===== src/rtl/rpn_exec_controller.sv =====
// RPN expression evaluator: operand stack, one-cycle ALU for add/sub/mul,
// a restoring divider (one quotient bit per cycle) and a held result
// handshake. Any fault in an expression raises a sticky flag that is
// reported at end-of-line and cleared by the result handshake.
module rpn_exec_controller #(
   parameter int WIDTH = 16,
   parameter int DEPTH = 8
) (
   input  logic                   clk,
   input  logic                   rst_n,
   input  logic                   num_ready,
   input  logic [WIDTH-1:0]       num,
   input  logic                   op_ready,
   input  logic [3:0]             op,
   output logic                   tok_ready,
   output logic [WIDTH-1:0]       result,
   output logic                   result_valid,
   input  logic                   result_ready,
   output logic                   error,
   output logic [$clog2(DEPTH):0] depth
);

   localparam int DW = $clog2(DEPTH) + 1;
   localparam int PW = (DEPTH > 1) ? $clog2(DEPTH) : 1;
   localparam int CW = $clog2(WIDTH) + 1;

   localparam logic [3:0] OP_MUL = 4'd2;
   localparam logic [3:0] OP_DIV = 4'd3;
   localparam logic [3:0] OP_EOL = 4'd4;

   typedef enum logic [1:0] {S_IDLE, S_EXEC, S_DIV, S_EMIT} state_e;

   state_e           state_q, state_d;
   logic [WIDTH-1:0] stack_q [DEPTH];
   logic [DW-1:0]    depth_q, depth_d;
   logic             err_q, err_d;
   logic [1:0]       op_q, op_d;
   logic [WIDTH-1:0] rem_q, rem_d, quo_q, quo_d, dvs_q, dvs_d;
   logic [CW-1:0]    cnt_q, cnt_d;
   logic [WIDTH-1:0] result_q, result_d;
   logic             error_q, error_d;

   logic             wr_en;
   logic [PW-1:0]    wr_idx;
   logic [WIDTH-1:0] wr_data;
   logic [WIDTH-1:0] alu;

   // Stack addressing: b is the top entry, a the one below it.
   logic [PW-1:0]    top_idx, below_idx, push_idx;
   logic [WIDTH-1:0] a_val, b_val;
   assign top_idx   = PW'(depth_q - DW'(1));
   assign below_idx = PW'(depth_q - DW'(2));
   assign push_idx  = PW'(depth_q);
   assign b_val     = stack_q[top_idx];
   assign a_val     = stack_q[below_idx];

   // Token decode in IDLE; an operator arriving with a number is dropped.
   logic has_two, is_full, op_only, in_idle;
   logic start_exec, start_div, div_by_zero, start_emit, div_last, overrun;
   assign in_idle     = (state_q == S_IDLE);
   assign has_two     = (depth_q >= DW'(2));
   assign is_full     = (depth_q == DW'(DEPTH));
   assign op_only     = op_ready && !num_ready;
   assign start_exec  = in_idle && op_only && (op <= OP_MUL) && has_two;
   assign start_div   = in_idle && op_only && (op == OP_DIV) && has_two && (b_val != '0);
   assign div_by_zero = in_idle && op_only && (op == OP_DIV) && has_two && (b_val == '0);
   assign start_emit  = in_idle && op_only && (op == OP_EOL);
   assign div_last    = (state_q == S_DIV) && (cnt_q == CW'(WIDTH - 1));
   assign overrun     = !in_idle && (num_ready || op_ready);

   // Restoring divide step: shift in the next dividend bit, subtract if it fits.
   logic [WIDTH:0]   div_shift;
   logic             div_ge;
   logic [WIDTH-1:0] div_rem_nx, div_quo_nx;
   assign div_shift  = {rem_q, quo_q[WIDTH-1]};
   assign div_ge     = (div_shift >= {1'b0, dvs_q});
   assign div_rem_nx = div_ge ? WIDTH'(div_shift - {1'b0, dvs_q}) : div_shift[WIDTH-1:0];
   assign div_quo_nx = {quo_q[WIDTH-2:0], div_ge};

   // Single-cycle ALU for the EXEC state; all results wrap modulo 2^WIDTH.
   always_comb begin
      unique case (op_q)
         2'd0:    alu = a_val + b_val;
         2'd1:    alu = a_val - b_val;
         default: alu = a_val * b_val;
      endcase
   end

   // State register.
   always_ff @(posedge clk or negedge rst_n) begin
      // NOTE: sequential state uses non-blocking assignments so every register
      // samples pre-edge values; combinational blocks use blocking ones.
      if (!rst_n) state_q <= S_IDLE;
      else        state_q <= state_d;
   end

   // Next-state logic.
   always_comb begin
      // NOTE: a default on entry to every combinational block keeps each
      // output assigned on all paths, so no latch is inferred.
      state_d = state_q;
      unique case (state_q)
         S_IDLE: begin
            if (start_exec)      state_d = S_EXEC;
            else if (start_div)  state_d = S_DIV;
            else if (start_emit) state_d = S_EMIT;
         end
         S_EXEC:  state_d = S_IDLE;
         S_DIV:   if (div_last) state_d = S_IDLE;
         S_EMIT:  if (result_ready) state_d = S_IDLE;
         default: state_d = S_IDLE;
      endcase
   end

   // Outputs decoded from state and held result registers.
   always_comb begin
      tok_ready    = (state_q == S_IDLE);
      result_valid = (state_q == S_EMIT);
      result       = result_q;
      error        = error_q;
      depth        = depth_q;
   end

   // Datapath next values: stack pointer, sticky error, divider, result.
   always_comb begin
      depth_d  = depth_q;
      err_d    = err_q;
      op_d     = op_q;
      rem_d    = rem_q;
      quo_d    = quo_q;
      dvs_d    = dvs_q;
      cnt_d    = cnt_q;
      result_d = result_q;
      error_d  = error_q;
      wr_en    = 1'b0;
      wr_idx   = push_idx;
      wr_data  = num;
      unique case (state_q)
         S_IDLE: begin
            if (num_ready) begin
               if (op_ready) err_d = 1'b1;
               if (is_full) begin
                  err_d = 1'b1;
               end else begin
                  wr_en   = 1'b1;
                  depth_d = depth_q + DW'(1);
               end
            end else if (op_ready) begin
               if (start_exec) begin
                  op_d = op[1:0];
               end else if (start_div) begin
                  quo_d = a_val;
                  dvs_d = b_val;
                  rem_d = '0;
                  cnt_d = '0;
               end else if (div_by_zero) begin
                  err_d   = 1'b1;
                  wr_en   = 1'b1;
                  wr_idx  = below_idx;
                  wr_data = '0;
                  depth_d = depth_q - DW'(1);
               end else if (start_emit) begin
                  if ((depth_q == DW'(1)) && !err_q) begin
                     result_d = b_val;
                     error_d  = 1'b0;
                  end else begin
                     result_d = '0;
                     error_d  = 1'b1;
                  end
               end else begin
                  // Underflow on a binary operator or a reserved code.
                  err_d = 1'b1;
               end
            end
         end
         S_EXEC: begin
            wr_en   = 1'b1;
            wr_idx  = below_idx;
            wr_data = alu;
            depth_d = depth_q - DW'(1);
         end
         S_DIV: begin
            rem_d = div_rem_nx;
            quo_d = div_quo_nx;
            cnt_d = cnt_q + CW'(1);
            if (div_last) begin
               wr_en   = 1'b1;
               wr_idx  = below_idx;
               wr_data = div_quo_nx;
               depth_d = depth_q - DW'(1);
            end
         end
         S_EMIT: begin
            if (result_ready) begin
               depth_d = '0;
               err_d   = 1'b0;
            end
         end
         default: ;
      endcase
      // A dropped token is always flagged, even on the handshake edge.
      if (overrun) err_d = 1'b1;
   end

   // Datapath registers.
   always_ff @(posedge clk or negedge rst_n) begin
      if (!rst_n) begin
         depth_q  <= '0;
         err_q    <= 1'b0;
         op_q     <= '0;
         rem_q    <= '0;
         quo_q    <= '0;
         dvs_q    <= '0;
         cnt_q    <= '0;
         result_q <= '0;
         error_q  <= 1'b0;
      end else begin
         depth_q  <= depth_d;
         err_q    <= err_d;
         op_q     <= op_d;
         rem_q    <= rem_d;
         quo_q    <= quo_d;
         dvs_q    <= dvs_d;
         cnt_q    <= cnt_d;
         result_q <= result_d;
         error_q  <= error_d;
      end
   end

   // Stack storage write port.
   always_ff @(posedge clk) begin
      // NOTE: the stack array has no reset; depth_q alone marks which entries
      // are live, so stale contents are never observed.
      if (wr_en) stack_q[wr_idx] <= wr_data;
   end

endmodule


===== config.mk =====
export PLATFORM = sky130hd
export DESIGN_NAME = rpn_exec_controller
export DESIGN_NICKNAME = d
export VERILOG_FILES = /design/src/rtl/rpn_exec_controller.sv
export SDC_FILE = /design/constraint.sdc
export NUM_CORES = 1
export LEC_CHECK = 0
export CAP_MARGIN = 20
export CORE_MARGIN = 2
export CORE_UTILIZATION = 51
export DETAILED_ROUTE_END_ITERATION = 6
export MAX_ROUTING_LAYER = met4
export PLACE_DENSITY = 0.77
export SLEW_MARGIN = 25
export SYNTH_ARGS = -nofsm -noshare
export SYNTH_HDL_FRONTEND = slang
export SYNTH_SLANG_ARGS = --single-unit

===== constraint.sdc =====
create_clock -name clk -period 9.7 [get_ports clk]
set_input_delay 1.455 -clock clk [delete_from_list [all_inputs] [get_ports clk]]
set_output_delay 1.455 -clock clk [all_outputs]
set_load 0.1 [all_outputs]

# Word-level counts from Yosys, hierarchy flattened
# Memory sizes are Yosys's and may differ from the RTL's.
# Index checks and enable logic that the tools add are counted.
# op_classes
n_mul,1
n_mux,69
order_cmp,3
eq_ne,27
reduce_logical,29
bitwise,4
n_addsub,7
# op_table
cell,count
$mux W16,16
$pmux W16 S2,3
$pmux W16 S3,1
$mux W4,8
$sub A16 B16 Y16,2
$reduce_and A7 Y1,3
$mux W1,20
$mux W5,4
$mux W3,6
$ge A17 B16 Y1,1
$add A16 B16 Y16,1
$logic_not A16 Y1,1
$mul A16 B16 Y16,1
$ne A4 B3 Y1 const B,4
$pmux W4 S4,1
$reduce_bool A16 Y1,1
$logic_and A1 B1 Y1,12
$ne A3 B3 Y1 const B,4
$mux W2,5
$pmux W5 S2,1
$reduce_and A5 Y1,2
$pmux W3 S3,1
$ne A2 B2 Y1 const B,4
$pmux W2 S4,1
28 further kinds,37
# word_totals
inputBits,25
n_memories,1
out_inout_bits,23
word_cells,151
mem_bits_rw,128
ff_bits,79
# mem_list
memory,depth,width,read_ports,rd_ports_with_merged_regs,write_ports,line_no,rtl
stack_q,8,16,2,0,1,34,logic [WIDTH-1:0] stack_q [DEPTH];

# Depth between registers and ports, before layout
# logic_depth
ltp_word,14
mapped_depth,35
depth_no_buf,26

# Worst setup path after synthesis
# OpenSTA, ideal clock, no wires.
# synth_timing
kind,register -> register
from,"reg depth_q[1], in the netlist depth[1]"
to,"mem stack_q[0][15], data pin"
period_less_slack_ns,9.227
required_ns,9.377
setup_ns,0.323
stages_incl_launch_ff,32
arrival_time_ns,8.904
setup_slack_ns,0.473
cell_sequence,dfrtp_1 -> clkbuf_1 -> clkbuf_1 -> clkbuf_1 -> inv_1 -> ha_1 -> buf_6 -> buf_6 -> buf_1 -> mux4_2 -> mux2i_1 -> clkbuf_1 -> nor2_1 -> fa_1 -> inv_1 -> fa_1 -> inv_1 -> fa_1 -> fa_1 -> inv_1 -> fa_1 -> fa_1 -> xor2_1 -> xnor2_1 -> xnor2_1 -> xnor2_1 -> xnor2_1 -> xnor3_1 -> xnor2_1 -> xor2_1 -> nand4_1 -> o221ai_1
# synth_via
elab_chain_cells,10
elab_cells_between_ends,20
classes_between,add/sub: 4; mul: 1; order compare: 1; mux: 7; reduce/logical: 6; memory: 1
# synth_rtl
element,line_no,rtl
start: declaration,35,"logic [DW-1:0] depth_q, depth_d;"
start signal: assignment,218,depth_q <= depth_d;
branches (longest 9 deep; another with $mem_v2 Z8 W16),--,
$pmux W16 S3 *,138,unique case (state_q)
net wr_data[15],45,logic [WIDTH-1:0] wr_data;
end: declaration,34,
# Mark *: on every way through the listed nets, which the timed path passes.

# Final worst setup path
# layout_timing
from,"reg depth_q[0], in the netlist depth[0]"
to,"mem stack_q[0][14], data pin"
# Same word-level chain as after synthesis.

==> impl_metrics.env <==
export IMPL_layoutNonFillerInstCount=1957
export IMPL_holdBufCountCts=0
export IMPL_clk_path_buf_depth=3
export IMPL_worstHoldStart="result[8]"
export IMPL_cts_sinks=207
export IMPL_finalNetCount=1753
export IMPL_yosysWarnings=0
export IMPL_cts_setup_buffers=0
export IMPL_rows=64
export IMPL_drt_wl_total_mm=43.1
export IMPL_mostFrequentLayoutCells="inv_1, nand2_1, nor2_1, edfxtp_1, ha_1"
export IMPL_path_max_fanout=25
export IMPL_worstMarginPinSlew_ns=1.09
export IMPL_rsz0062_at_grt="no"
export IMPL_antenna_found_initial=0
export IMPL_synth_edf_count=128
export IMPL_grt_first_pass_wirelength_mm=66.2
export IMPL_initial_utilization_pct=51.5
export IMPL_gp_congestion=0.996
export IMPL_start_kind="flip-flop"
export IMPL_area_delta_synth_final_pct=10.7
export IMPL_drt_initial_drc_count=1165
export IMPL_die_height_um=179
export IMPL_final_common_cell="inv_1"
export IMPL_hpwl_mm=31.2
export IMPL_slowest_stage="dfrtp_4"
export IMPL_syn_num_nets=1712
export IMPL_criticalPathCategory="flip-flop to flip-flop"
export IMPL_cp_data_required_time_ns=9.92
export IMPL_die_x_um=179
export IMPL_dpl_cell_area_mm2=0.0167
export IMPL_ff2ff_setup_slack_ns=1.35
export IMPL_hold_path_class="flip-flop to flip-flop"
export IMPL_portBuffers=47
export IMPL_ys_ff_latch=207
export IMPL_slew_viol_final=0
export IMPL_wl_per_cell_um=22.0
export IMPL_syn_avg_cell_area_um2=10.4
export IMPL_seq_area_frac_synth_pct=37.2
export IMPL_pin_count=48
export IMPL_drive_above_1_share_pct=11.5
export IMPL_dr_pass1_iters=6
export IMPL_cts_buffers=21
export IMPL_slowest_delay_ns=0.66
export IMPL_syn_area_mm2=0.0156
export IMPL_relSlewSlack_pct=25.0
export IMPL_coreArea_mm2=0.0303
export IMPL_worstPathArrival_ns=8.57
export IMPL_grt_max_degree=80
export IMPL_cts_tree="yes"
export IMPL_place_inst=1923
export IMPL_cts_htree_levels=1
export IMPL_root_buffer="clkbuf_16"
export IMPL_critPathLaunch="depth[0]"
export IMPL_die_area_mm2=0.0321
export IMPL_rr_startpoint="depth[0]"
export IMPL_path_clk_slew_ns=0.06
export IMPL_ys_flop_type="edfxtp_1"
export IMPL_tns_ns=0
export IMPL_antenna_cells=0
export IMPL_num_vias=11800
export IMPL_synth_cell_type_count=60
export IMPL_finalInstanceArea_mm2=0.0173
export IMPL_via_per_inst=6.05
export IMPL_finClkSkew_ns=0.0265
export IMPL_cp_common_cell="fa_1"
export IMPL_drc=0
export IMPL_drtAntennaViolNets=0
export IMPL_syn_inst=1509
export IMPL_overflow=0
export IMPL_post_route_period_util_pct=86.1
export IMPL_hold_viol=0
export IMPL_timing_max_cap_violations=0
export IMPL_cp_end_kind="flip-flop"
export IMPL_grt_usage_pct=28.4
export IMPL_ys_async_sr_fraction_pct=38.2
export IMPL_grt_pass1_vias=11800
export IMPL_clock_fmax_mhz=120
export IMPL_cts_resized=0
export IMPL_finalCriticalPeriod_ns=8.35
export IMPL_setup_viol=0
export IMPL_clkLatencyLatePin_ns=0.52
export IMPL_run_status="completed"
-- per-stage QoR --
stage / hold WS, ns / setup slack, ns / utilization (%)
after floorplan: 0.445 / 0.473 / -
after global placement: 0.460 / 1.16 / 54.8
after detailed placement: 0.474 / 1.40 / 54.9
after CTS: 0.487 / 1.38 / 57.0
after global routing: 0.510 / 0.923 / 57.0
final: 0.484 / 1.35 / 57.0
-- final timing paths --
path	to	cells after the start
max reg2reg	stack_q[0][14]	25
min	result[8]	2
min in group asynchronous	cnt_q[3]	1
max	stack_q[0][14]	25
min reg2reg	result[8]	2
max in group asynchronous	depth[0]	1
-- logic make-up after synthesis --
group | share of synthesized area (%)
AOI/OAI and AO/OA | 9.23
buffers and inverters | 6.14
and+or+nand+nor | 12.1
xor gates and xnor gates | 4.43
muxes | 12.7
DFF | 37.2
adders and majority gates | 18.2
-- per-layer routing --
| layer | vias to the layer above | wire length, µm | track usage, % |
|---|---|---|---|
| li1 | 5256 | - | - |
| met1 | 5901 | 17200 | 37.0 |
| met2 | 567 | 20200 | 45.2 |
| met3 | 116 | 4000 | 4.54 |
| met4 | 0 | 1700 | 10.2 |
| met5 | - | 0 | - |
-- cell type report --
| type | instances | area, µm² |
|---|---|---|
| fillers | 2504 | 13000 |
| multi-input cells | 1056 | 8920 |
| flip-flops and latches | 207 | 5830 |
| repair buffers | 88 | 783 |
| inverters | 176 | 661 |
| clock buffers | 26 | 544 |
| well taps | 396 | 495 |
| clock inverters | 8 | 75.1 |
-- state kept, by name, summed over array words and instances (netlist names) --
name	count
stack_q	128
dvs_q	16
quo_q	16
rem_q	16
result	16
cnt_q	5
depth	4
op_q	2
state_q	2
err_q	1
error	1
-- synthesized netlist by cell type, drive strengths merged, types with 17 or more instances --
library cell | instances | area share [%]
inv | 176 | 4.2
nand2 | 169 | 4.1
nor2 | 147 | 3.5
edfxtp | 128 | 25
o21ai | 125 | 4.0
ha | 96 | 7.7
fa | 82 | 10
dfrtp | 79 | 13
mux4 | 64 | 9.2
a21oi | 63 | 2.0
xnor2 | 48 | 2.7
clkbuf | 47 | 1.1
mux2i | 46 | 2.9
xor2 | 25 | 1.4
buf | 23 | 0.78
or2 | 20 | 0.80
nor2b | 17 | 0.68
-- worst max-delay path: cells and delay by family, from the launching register on --
family | cells | cell delay (ns)
DFF | 1 | 0.66
and+or+nand+nor | 3 | 0.40
xor gates and xnor gates | 1 | 0.27
buffers and inverters | 7 | 1.03
muxes | 2 | 0.68
AOI/OAI and AO/OA | 4 | 1.08
adders and majority gates | 8 | 3.91
Power is left out: the tool's default activity adds up to more than one toggle a clock period on the data nets, which glitch-free logic cannot reach.
